<file path="src/rtl/instr_sequencer.sv">
// Fetch/issue controller: walks instruction memory and issues each decoded word to one
// processor over a one-hot req/ack handshake, strictly one request at a time.
module instr_sequencer #(
    parameter int NUM_INSTR = 11,
    parameter int NUM_PROC  = 4,
    parameter int TIMEOUT   = 64
) (
    input  logic                clock_i,
    input  logic                reset_ni,
    input  logic                start_i,
    output logic [7:0]          endereco_o,
    input  logic [15:0]         instr_i,
    output logic [NUM_PROC-1:0] proc_req_o,
    output logic                write_read_o,
    output logic [4:0]          tag_o,
    output logic [6:0]          dado_o,
    input  logic [NUM_PROC-1:0] proc_ack_i,
    output logic                busy_o,
    output logic                done_o,
    output logic [7:0]          issued_cnt_o,
    output logic [7:0]          skip_cnt_o,
    output logic                timeout_err_o
);

    typedef enum logic [2:0] {
        S_IDLE,
        S_FETCH,
        S_ISSUE,
        S_NEXT,
        S_DONE
    } state_t;

    localparam int              CW         = (TIMEOUT > 2) ? $clog2(TIMEOUT) : 1;
    localparam logic [CW-1:0]   CNT_LAST   = CW'(TIMEOUT - 1);
    localparam logic [7:0]      PC_LAST    = 8'(NUM_INSTR - 1);
    localparam logic [3:0]      PROC_LIMIT = 4'(NUM_PROC);

    state_t                state_q, state_d;
    logic [7:0]            pc_q, pc_d;
    logic [NUM_PROC-1:0]   req_q, req_d;
    logic                  wr_q, wr_d;
    logic [4:0]            tag_q, tag_d;
    logic [6:0]            dado_q, dado_d;
    logic [7:0]            issued_q, issued_d;
    logic [7:0]            skip_q, skip_d;
    logic                  terr_q, terr_d;
    logic [CW-1:0]         cnt_q, cnt_d;
    logic                  ack_hit;

    function automatic logic [7:0] sat_inc(input logic [7:0] v);
        return (v == 8'hFF) ? v : v + 8'd1;
    endfunction

    // req_q is one-hot on the target, so masking with it ignores acks from other processors
    assign ack_hit = |(proc_ack_i & req_q);

    always_ff @(posedge clock_i or negedge reset_ni) begin
        if (!reset_ni) begin
            state_q  <= S_IDLE;
            pc_q     <= '0;
            req_q    <= '0;
            wr_q     <= 1'b0;
            tag_q    <= '0;
            dado_q   <= '0;
            issued_q <= '0;
            skip_q   <= '0;
            terr_q   <= 1'b0;
            cnt_q    <= '0;
        end else begin
            state_q  <= state_d;
            pc_q     <= pc_d;
            req_q    <= req_d;
            wr_q     <= wr_d;
            tag_q    <= tag_d;
            dado_q   <= dado_d;
            issued_q <= issued_d;
            skip_q   <= skip_d;
            terr_q   <= terr_d;
            cnt_q    <= cnt_d;
        end
    end

    always_comb begin
        state_d  = state_q;
        pc_d     = pc_q;
        req_d    = req_q;
        wr_d     = wr_q;
        tag_d    = tag_q;
        dado_d   = dado_q;
        issued_d = issued_q;
        skip_d   = skip_q;
        terr_d   = terr_q;
        cnt_d    = cnt_q;
        case (state_q)
            S_IDLE, S_DONE: begin
                if (start_i) begin
                    state_d  = S_FETCH;
                    pc_d     = '0;
                    issued_d = '0;
                    skip_d   = '0;
                    terr_d   = 1'b0;
                end
            end
            S_FETCH: begin
                wr_d   = instr_i[12];
                tag_d  = instr_i[11:7];
                dado_d = instr_i[6:0];
                cnt_d  = '0;
                if ({1'b0, instr_i[15:13]} >= PROC_LIMIT) begin
                    skip_d  = sat_inc(skip_q);
                    state_d = S_NEXT;
                end else begin
                    req_d   = NUM_PROC'(1) << instr_i[15:13];
                    state_d = S_ISSUE;
                end
            end
            S_ISSUE: begin
                if (ack_hit) begin
                    req_d    = '0;
                    issued_d = sat_inc(issued_q);
                    state_d  = S_NEXT;
                end else if (cnt_q == CNT_LAST) begin
                    req_d   = '0;
                    skip_d  = sat_inc(skip_q);
                    terr_d  = 1'b1;
                    state_d = S_NEXT;
                end else begin
                    cnt_d = cnt_q + CW'(1);
                end
            end
            S_NEXT: begin
                if (pc_q == PC_LAST) begin
                    state_d = S_DONE;
                end else begin
                    pc_d    = pc_q + 8'd1;
                    state_d = S_FETCH;
                end
            end
            default: begin
                state_d = S_IDLE;
                req_d   = '0;
            end
        endcase
    end

    always_comb begin
        busy_o = 1'b0;
        done_o = 1'b0;
        case (state_q)
            S_FETCH, S_ISSUE, S_NEXT: busy_o = 1'b1;
            S_DONE:                   done_o = 1'b1;
            default:                  ;
        endcase
    end

    assign endereco_o    = pc_q;
    assign proc_req_o    = req_q;
    assign write_read_o  = wr_q;
    assign tag_o         = tag_q;
    assign dado_o        = dado_q;
    assign issued_cnt_o  = issued_q;
    assign skip_cnt_o    = skip_q;
    assign timeout_err_o = terr_q;

endmodule

</file>
<file path="config.mk">
export PLATFORM = sky130hd
export DESIGN_NAME = instr_sequencer
export DESIGN_NICKNAME = d
export VERILOG_FILES = /design/src/rtl/instr_sequencer.sv
export SDC_FILE = /design/constraint.sdc
export NUM_CORES = 1
export LEC_CHECK = 0
export BUFFER_PORTS_ARGS = -buffer_cell sky130_fd_sc_hd__buf_2
export CAP_MARGIN = 20
export CORE_MARGIN = 2
export CORE_UTILIZATION = 52
export DETAILED_ROUTE_END_ITERATION = 8
export HOLD_SLACK_MARGIN = 0.15
export PLACE_DENSITY = 0.87
export SYNTH_ARGS = -nofsm -noshare
export SYNTH_HDL_FRONTEND = slang
export SYNTH_SLANG_ARGS = --single-unit
export TNS_END_PERCENT = 20
</file>
<file path="constraint.sdc">
create_clock -name clock_i -period 2.16 [get_ports clock_i]
set_input_delay 0.54 -clock clock_i [delete_from_list [all_inputs] [get_ports clock_i]]
set_output_delay 0.54 -clock clock_i [all_outputs]
set_load 0.02 [all_outputs]
</file>
==> impl_metrics.json, run 1 <==
{
  "status": "completed",
  "setup_violations": 0,
  "clkTransAtPathRegs_ns": 0.09,
  "async_flop_share": 1.00,
  "die_area_um2": 5470,
  "hold_viol": 0,
  "syn_area_um2": 2540,
  "drv_slew": 0,
  "post-cts-setup-buffers": 0,
  "syn-instance-count": 269,
  "design.portCount": 67,
  "hpwl_um": 4180,
  "hold_buffers": 0,
  "first_global_vias": 2036,
  "skew_ns": 0.00577,
  "internal_power_mw": 2.26,
  "initial_core_util": 0.539,
  "rows": 25,
  "p_sw_frac": 0.434,
  "ys.flop_type": "dfrtp_1",
  "fin_setup_tns_ns": 0,
  "seq_power_share": 0.367,
  "placed_cell_area_um2": 3030,
  "overflow": 0,
  "grt_first_pass_wirelength_um": 9170,
  "numCtsBuffers": 5,
  "core_area_um2": 4720,
  "mostFrequentLayoutCells": "66 x buf_2, 58 x nand2_1, 51 x dfrtp_1",
  "rr_worst_depth": 6,
  "routedWlPerCell_um": 13.5,
  "synth.distinct_cells": 51,
  "fin_nets": 377,
  "power.leakage_nw": 1.63,
  "period_share": 0.938,
  "worstPathArrival_ns": 2.21,
  "rrSetupSlack_ns": 0.13,
  "clock_path_buffers": 2,
  "track_usage": 0.215,
  "p_sw_mw": 1.73,
  "fp.dieW_um": 74.0,
  "ys_ff_latch": 51,
  "layout_commonest_cell": "buf_2",
  "pre_cts_ws_ns": 0.142,
  "wirelength_um": 5640,
  "required_ns": 2.35,
  "drtIter0Drc": 146,
  "peakVddDrop_mv": 0.936,
  "cts_tree": "done",
  "fmax_ghz": 0.494,
  "firstDrtPassIters": 4,
  "cts_resized": 0,
  "gp_congestion": 0.914,
  "syn_avg_cell_area_um2": 9.46,
  "yosysWarnings": 0,
  "die_y_um": 74.0,
  "timing.final.ws_setup_ns": 0.134,
  "synth-edff-count": 0,
  "rsz0062_at_grt": "no",
  "cts.sinks": 51,
  "worstMarginPinSlew_ns": 0.471,
  "crit_path_max_fanout": 7,
  "via_per_inst": 5.45,
  "r2r_start": "state_q[0]",
  "grt_start_max_net_pins": 22,
  "syn_to_final_growth_pct": 23.0,
  "cp-end-kind": "flop",
  "route.vias.total": 2272,
  "cap_viol_max_count": 0,
  "hold_path.class": "in -> async",
  "power_frac_clock": 0.148,
  "max_slew_margin": 0.686,
  "syn_nets": 297,
  "start_kind": "flop",
  "ant_nets": 0,
  "total_power_mw": 3.99,
  "antenna_found_initial": 0,
  "period_minus_slack_ns": 2.03,
  "io_buffer_count": 66,
  "cts_root_buf": "clkbuf_8",
  "antenna_cells": 0,
  "rr_endpoint": "skip_cnt_o[0]",
  "design_area_um2": 3130,
  "post-route-drc-count": 0,
  "drive_above_1_share": 0.283,
  "h-tree-depth": 2,
  "combPwrFrac": 0.485,
  "yosysSeqAreaShare": 0.501,
  "power_density_nw_per_um2": 1270,
  "setup.worst_path.class": "reg -> reg",
  "clkLatencyLatePin_ns": 0.30
}
layer usage:
| layer | part of all wire | wire, um | GRT usage |
|---|---|---|---|
| met1 | 0.47 | 2660 | 0.305 |
| met2 | 0.47 | 2680 | 0.342 |
| met3 | 0.040 | 227 | 0.0366 |
| met4 | 0.014 | 80 | 0.0667 |
| met5 | 0 | 0 | 0 |
registers in the layout, summed over array words and instances (netlist names):
name / flops
endereco_o: 8
issued_cnt_o: 8
skip_cnt_o: 8
dado_o: 7
cnt_q: 6
tag_o: 5
proc_req_o: 4
state_q: 3
timeout_err_o: 1
write_read_o: 1
cells in the mapped netlist, types with 2 or more instances:
cell,count,share of area
nand2_1,58,0.086
dfrtp_1,51,0.50
nor2_1,30,0.044
o21ai_0,15,0.029
nand3_1,12,0.024
xor2_1,9,0.031
and3_1,6,0.015
o31ai_1,6,0.018
a21oi_1,5,0.0098
and2_1,5,0.012
clkbuf_1,5,0.0074
ha_1,5,0.025
nand4_1,5,0.012
inv_1,3,0.0044
or2_2,3,0.0074
xnor2_1,3,0.010
a21o_1,2,0.0059
a22o_1,2,0.0069
a22oi_1,2,0.0059
a2bb2oi_1,2,0.0069
a32o_1,2,0.0079
and4_1,2,0.0069
mux2_2,2,0.0088
nand3b_1,2,0.0059
nor3_1,2,0.0039
nor4_1,2,0.0049
o211ai_1,2,0.0059
o2bb2ai_1,2,0.0069
or3_1,2,0.0049
logic make-up (layout without fill, tap and decap cells):
family                   count (synthesis)  after routing  share of synthesized area
AO/OA/AOI/OAI                           48             48                      0.136
XOR/XNOR                                12             12                     0.0413
adder cells (fa/ha/maj)                  5              5                     0.0246
buffers and inverters                   11             92                     0.0197
flip-flops                              51             51                      0.501
multiplexers                             2              2                    0.00885
AND/OR/NAND/NOR                        140            140                      0.268
power by group through the flow:
stage | clock (mW) | combinational, mW | sequential (mW)
3_5_place_dp | 0 | 1.94 | 1.47
3_3_place_gp | 0 | 1.87 | 1.47
4_1_cts | 0.599 | 1.94 | 1.46
6_report | 0.591 | 1.93 | 1.46
2_1_floorplan | 0 | 1.01 | 1.73
5_1_grt | 0.644 | 2.12 | 1.51
how the worst max path moves through the flow:
| stage | endpoint | cells after the start | slack (ns) | startpoint |
|---|---|---|---|---|
| after floorplan | skip_cnt_o[4] | 5 | 0.20 | proc_ack_i[0] |
| after global placement | skip_cnt_o[4] | 6 | 0.23 | proc_ack_i[0] |
| after detailed placement | skip_cnt_o[4] | 6 | 0.14 | proc_ack_i[2] |
| after CTS | skip_cnt_o[0] | 6 | 0.16 | state_q[0] |
| after global routing | skip_cnt_o[0] | 6 | 0.01 | skip_cnt_o[0] |
| final | skip_cnt_o[0] | 6 | 0.13 | state_q[0] |
stage by stage:
step	hold slack, ns	instances	util
6_report	0.187	417	0.663
5_1_grt	0.213	417	0.663
4_1_cts	0.200	417	0.663
3_5_place_dp	0.457	409	0.641
3_3_place_gp	0.453	409	0.641
2_1_floorplan	0.244	269	-
final cells by class:
type / instances / area (um^2)
flip-flops and latches: 51 / 1280
repair buffers: 80 / 435
clock buffers: 8 / 100
well taps: 67 / 83.8
inverters: 4 / 15.0
fillers: 407 / 1590
multi-input cells: 207 / 1220
worst max-delay path, cell delays in order, from the launching register on:
cell      delay, ns
dfrtp_1        0.45
or2b_1         0.28
a21o_1         0.27
inv_2          0.08
and4_1         0.29
nand2b_2       0.20
mux2_2         0.34
Power figures use the tool's default switching activity.
==> run 2: changes to the inputs <==
ABC_AREA = 1   (was not set)
CORE_UTILIZATION = 54   (was 52)
PLACE_DENSITY = 0.88   (was 0.87)
RECOVER_POWER = 25   (was not set)
==> impl_metrics.json, run 2 <==
{
  "synth.most_common_cell": "nand2_1",
  "cts_resized": 0,
  "combPwrFrac": 0.481,
  "gp_congestion": 0.862,
  "clkLatencyLatePin_ns": 0.31,
  "critical_path_buf_inv_count": 2,
  "grt_first_pass_wirelength_um": 11000,
  "synth-edff-count": 0,
  "ant_nets": 0,
  "via_per_inst": 5.07,
  "post-route-drc-count": 0,
  "layout_commonest_cell": "nand2_1",
  "setup_violations": 0,
  "fp.dieW_um": 76.4,
  "syn_avg_cell_area_um2": 7.49,
  "track_usage": 0.225,
  "period_minus_slack_ns": 2.02,
  "period_share": 0.935,
  "total_power_mw": 3.87,
  "cap_viol_max_count": 0,
  "seq_power_share": 0.368,
  "cts.sinks": 51,
  "dr_wl_met3_um": 304,
  "worstPathArrival_ns": 1.48,
  "internal_power_mw": 2.00,
  "yosys-top-cells-area": "dfrtp_1 45%, nand2_1 21%, nand3_1 5.1%, nor2_1 5.0%, inv_1 3.7%",
  "worstMarginPinSlew_ns": 1.23,
  "max_stage_delay_ns": 0.48,
  "fin_setup_tns_ns": 0,
  "post-cts-setup-buffers": 0,
  "synth.distinct_cells": 29,
  "overflow": 0,
  "rr_worst_depth": 8,
  "yosysWarnings": 0,
  "h-tree-depth": 2,
  "syn-instance-count": 378,
  "top_layer": "met4",
  "crit_slowest_cell": "dfrtp_1",
  "design.portCount": 67,
  "ys.flop_type": "dfrtp_1",
  "drv_slew": 0,
  "dr_wl_met2_um": 2960,
  "power.leakage_nw": 1.85,
  "cpMostUsedCell": "nor2_1",
  "route.vias.total": 2641,
  "core_area_um2": 5070,
  "p_sw_mw": 1.88,
  "fin_util": 0.655,
  "rsz0062_at_grt": "no",
  "setup.worst_path.class": "reg -> out",
  "p_sw_frac": 0.485,
  "firstDrtPassIters": 5,
  "status": "completed",
  "synthTopCellsByCount": "160 x nand2_1, 51 x dfrtp_1, 38 x nor2_1, 29 x nand3_1, 28 x inv_1",
  "syn_area_um2": 2830,
  "start_kind": "flop",
  "cp-end-kind": "primary output",
  "die_area_um2": 5840,
  "die_y_um": 76.4,
  "path_depth": 4,
  "grt_start_max_net_pins": 25,
  "drive_above_1_share": 0.222,
  "skew_ns": 0.00575,
  "hpwl_um": 4540,
  "routedWlPerCell_um": 11.7,
  "numCtsBuffers": 5,
  "max_slew_margin": 0.179,
  "cts_tree": "done",
  "wirelength_um": 6120,
  "crit_path_max_fanout": 7,
  "syn_to_final_growth_pct": 17.3,
  "hold_buffers": 0,
  "mostFrequentLayoutCells": "160 x nand2_1, 65 x buf_2, 51 x dfrtp_1",
  "initial_core_util": 0.558,
  "fin_nets": 478,
  "synth_top_area_frac": 0.451,
  "clock_path_buffers": 2,
  "drtIter0Drc": 256,
  "clkTransAtPathRegs_ns": 0.10,
  "io_buffer_count": 66,
  "antenna_cells": 0,
  "hold_viol": 0,
  "async_flop_share": 1.00,
  "path_delay_family": "flip-flops",
  "first_global_vias": 2586,
  "power_frac_clock": 0.151,
  "peakVddDrop_mv": 0.735,
  "antenna_found_initial": 0,
  "required_ns": 1.62,
  "fmax_ghz": 0.495,
  "syn_nets": 406,
  "regArea_um2": 1280,
  "multiInputGateArea_um2": 1390,
  "cts_root_buf": "clkbuf_8",
  "crit_path_cell_trace": "nor2_1 > inv_1 > nor2_1 > buf_2",
  "fill_cells": 421,
  "hold_depth": 3,
  "met1_length_um": 2740,
  "ys_ff_latch": 51,
  "power_density_nw_per_um2": 1170,
  "rows": 26,
  "hold_path.class": "in -> reg",
  "yosysSeqAreaShare": 0.451,
  "synth_area_leader_cell": "dfrtp_1"
}
[run 2: changes by cell type after synthesis, sizes merged, moves of 4 or more]
cell,delta
nand2,+105
nor2,+11
nand3,+23
and3,-6
and2,-5
clkbuf,-4
o31ai,-6
inv,+27
[run 2: area by class of cell]
| type | count | area share |
|---|---|---|
| well taps | 70 | 0.0264 |
| clock inverters | 3 | 0.00791 |
| repair buffers | 70 | 0.106 |
| clock buffers | 5 | 0.0207 |
| inverters | 31 | 0.0358 |
| multi-input cells | 291 | 0.419 |
| flip-flops and latches | 51 | 0.384 |
[run 2: per-stage QoR]
stage | hold WS [ns] | instance area, um^2 | std cells | setup WS (ns)
floorplan | 0.244 | 2830 | 378 | 0.574
global placement | 0.459 | 3230 | 513 | 0.470
detailed placement | 0.465 | 3230 | 513 | 0.381
CTS | 0.202 | 3330 | 521 | 0.145
global route | 0.408 | 3320 | 521 | 0.0515
finish | 0.413 | 3320 | 521 | 0.141
[run 2: cells by family after synthesis]
kind of cell,share of synthesized area
compound gates,0.0521
xor+xnor,0.0309
fa+ha+maj,0.0221
buf+inv,0.0579
flops,0.451
simple gates,0.386
[run 2: path summary, 6_finish.rpt]
check / startpoint / to / slack (ns)
worst max-delay path: state_q[0] / done_o / 0.14
worst min-delay path: instr_i[5] / dado_o[5] / 0.41
worst max register to register: issued_cnt_o[0] / issued_cnt_o[3] / 0.32
worst min register to register: write_read_o / write_read_o / 0.49
max in group asynchronous: reset_ni / skip_cnt_o[1] / 0.58
min in group asynchronous: reset_ni / endereco_o[5] / 0.46
[run 2: worst reg2reg max path, cell delays in order, from the launching register on]
cell and delay (ns):
dfrtp_1 0.43, ha_1 0.20, nand2_1 0.10, nor2_1 0.27
nand3_1 0.15, nand3_2 0.26, inv_1 0.15, nand2_1 0.08
o21ai_0 0.08
[run 2: power by group through the flow]
stage	Sequential [mW]	Combinational, mW	Clock [mW]
final	1.43	1.86	0.586
after CTS	1.43	1.87	0.593
after detailed placement	1.44	1.86	0
after global routing	1.47	2.09	0.635
after global placement	1.43	1.81	0
after floorplan	1.66	1.15	0
[run 2: routing by layer]
| metal | vias to the layer above | track usage |
|---|---|---|
| li1 | 1336 | - |
| met2 | 73 | 0.380 |
| met5 | - | 0 |
| met3 | 12 | 0.0438 |
| met1 | 1220 | 0.288 |
| met4 | 0 | 0.0818 |
==> run 3: changes to the inputs <==
GPL_TIMING_DRIVEN = 0   (was not set)
==> impl_metrics.json, run 3 (synthesized netlist as in run 2, its figures left out) <==
{
  "clock_path_buffers": 2,
  "required_ns": 1.62,
  "antenna_found_initial": 0,
  "peakVddDrop_mv": 0.670,
  "p_sw_frac": 0.476,
  "fmax_ghz": 0.502,
  "p_sw_mw": 1.88,
  "power.leakage_nw": 1.86,
  "max_slew_margin": 0.235,
  "power_density_nw_per_um2": 1180,
  "setup.worst_path.class": "reg -> out",
  "status": "completed",
  "design.portCount": 67,
  "period_share": 0.922,
  "via_per_inst": 5.03,
  "grt_first_pass_wirelength_um": 11100,
  "grt_start_max_net_pins": 31,
  "design_area_um2": 3350,
  "routedWlPerCell_um": 11.9,
  "cts_resized": 0,
  "layout_commonest_cell": "nand2_1",
  "grt_use_met2": 0.388,
  "numCtsBuffers": 5,
  "hold_viol": 0,
  "cp-end-kind": "primary output",
  "seq_power_share": 0.359,
  "drv_slew": 0,
  "gp_congestion": 0.837,
  "max_stage_delay_ns": 0.48,
  "fin_util": 0.661,
  "worstMarginPinSlew_ns": 1.15,
  "cts_tree": "done",
  "hold_path.class": "in -> reg",
  "setup_violations": 0,
  "fp.dieW_um": 76.4,
  "post-cts-setup-buffers": 0,
  "drive_above_1_share": 0.225,
  "rsz0062_at_grt": "no",
  "start_kind": "flop",
  "first_global_vias": 2567,
  "io_buffer_count": 66,
  "wirelength_um": 6230,
  "skew_ns": 0.0111,
  "hold_depth": 3,
  "pre_cts_ws_ns": 0.490,
  "busiest_layer": "met2",
  "crit_path_max_fanout": 7,
  "cts.sinks": 51,
  "period_minus_slack_ns": 1.99,
  "route.vias.total": 2630,
  "syn_to_final_growth_pct": 18.4,
  "hold_buffers": 0,
  "fin_setup_tns_ns": 0,
  "ant_nets": 0,
  "initial_core_util": 0.558,
  "core_area_um2": 5070,
  "timing.hold.ws_ns": 0.421,
  "grt_util_met3": 0.0415,
  "met1_usage": 0.293,
  "cts_root_buf": "clkbuf_8",
  "placed_cell_area_um2": 3270,
  "hpwl_um": 4560,
  "clkLatencyLatePin_ns": 0.31,
  "worstPathArrival_ns": 1.45,
  "rows": 26,
  "post-route-drc-count": 0,
  "combPwrFrac": 0.492,
  "drtIter0Drc": 212,
  "power_frac_clock": 0.149,
  "fin_nets": 480,
  "die_y_um": 76.4,
  "rr_worst_depth": 8,
  "antenna_cells": 0,
  "timing.final.ws_setup_ns": 0.168,
  "internal_power_mw": 2.08,
  "track_usage": 0.229,
  "overflow": 0,
  "mostFrequentLayoutCells": "160 x nand2_1, 66 x buf_2, 51 x dfrtp_1",
  "cap_viol_max_count": 0,
  "crit_slowest_cell": "dfrtp_1",
  "h-tree-depth": 2,
  "cpMostUsedCell": "nor2_1",
  "firstDrtPassIters": 5,
  "die_area_um2": 5840,
  "clkTransAtPathRegs_ns": 0.09,
  "crit_path_cell_trace": "nor2_1 > inv_1 > nor2_1 > buf_2"
}
-- run 3: per-layer routing --
metal / share of wire / vias up
met5: 0 / -
met4: 0.013 / 0
met3: 0.047 / 9
met2: 0.49 / 67
met1: 0.45 / 1213
li1: - / 1341
-- run 3: final cells by class --
class	count	area, um^2
buffer	5	45.0
clock inverter	2	16.3
timing repair buffer	67	334
sequential	51	1280
clock buffer	6	82.6
multi-input combinational	291	1390
tap	70	87.6
fill	436	1720
inverter	31	119
-- run 3: final timing paths --
check                           startpoint              end  slack, ns
max in group asynchronous         reset_ni       state_q[0]       0.39
max                             state_q[0]           done_o       0.17
min reg2reg                      dado_o[5]        dado_o[5]       0.48
min                             instr_i[2]        dado_o[2]       0.42
max reg2reg                issued_cnt_o[0]  issued_cnt_o[5]       0.54
min in group asynchronous         reset_ni  issued_cnt_o[0]       0.43
-- run 3: critical path, delay by kind of cell, from the launching register on --
family,cells,cell delay (ns)
flip-flops,1,0.48
AND/OR/NAND/NOR,2,0.36
buffers and inverters,2,0.31
-- run 3: power groups by stage --
stage	Combinational [mW]	Sequential (mW)	Clock (mW)
floorplan	1.15	1.66	0
global placement	1.89	1.43	0
detailed placement	1.95	1.43	0
CTS	1.96	1.42	0.603
global route	2.20	1.46	0.635
finish	1.95	1.42	0.589
-- run 3: metrics by stage --
stage,cells,total power [mW]
2_1_floorplan,378,2.80
3_3_place_gp,514,3.31
3_5_place_dp,515,3.38
4_1_cts,523,3.98
5_1_grt,523,4.29
6_report,523,3.96
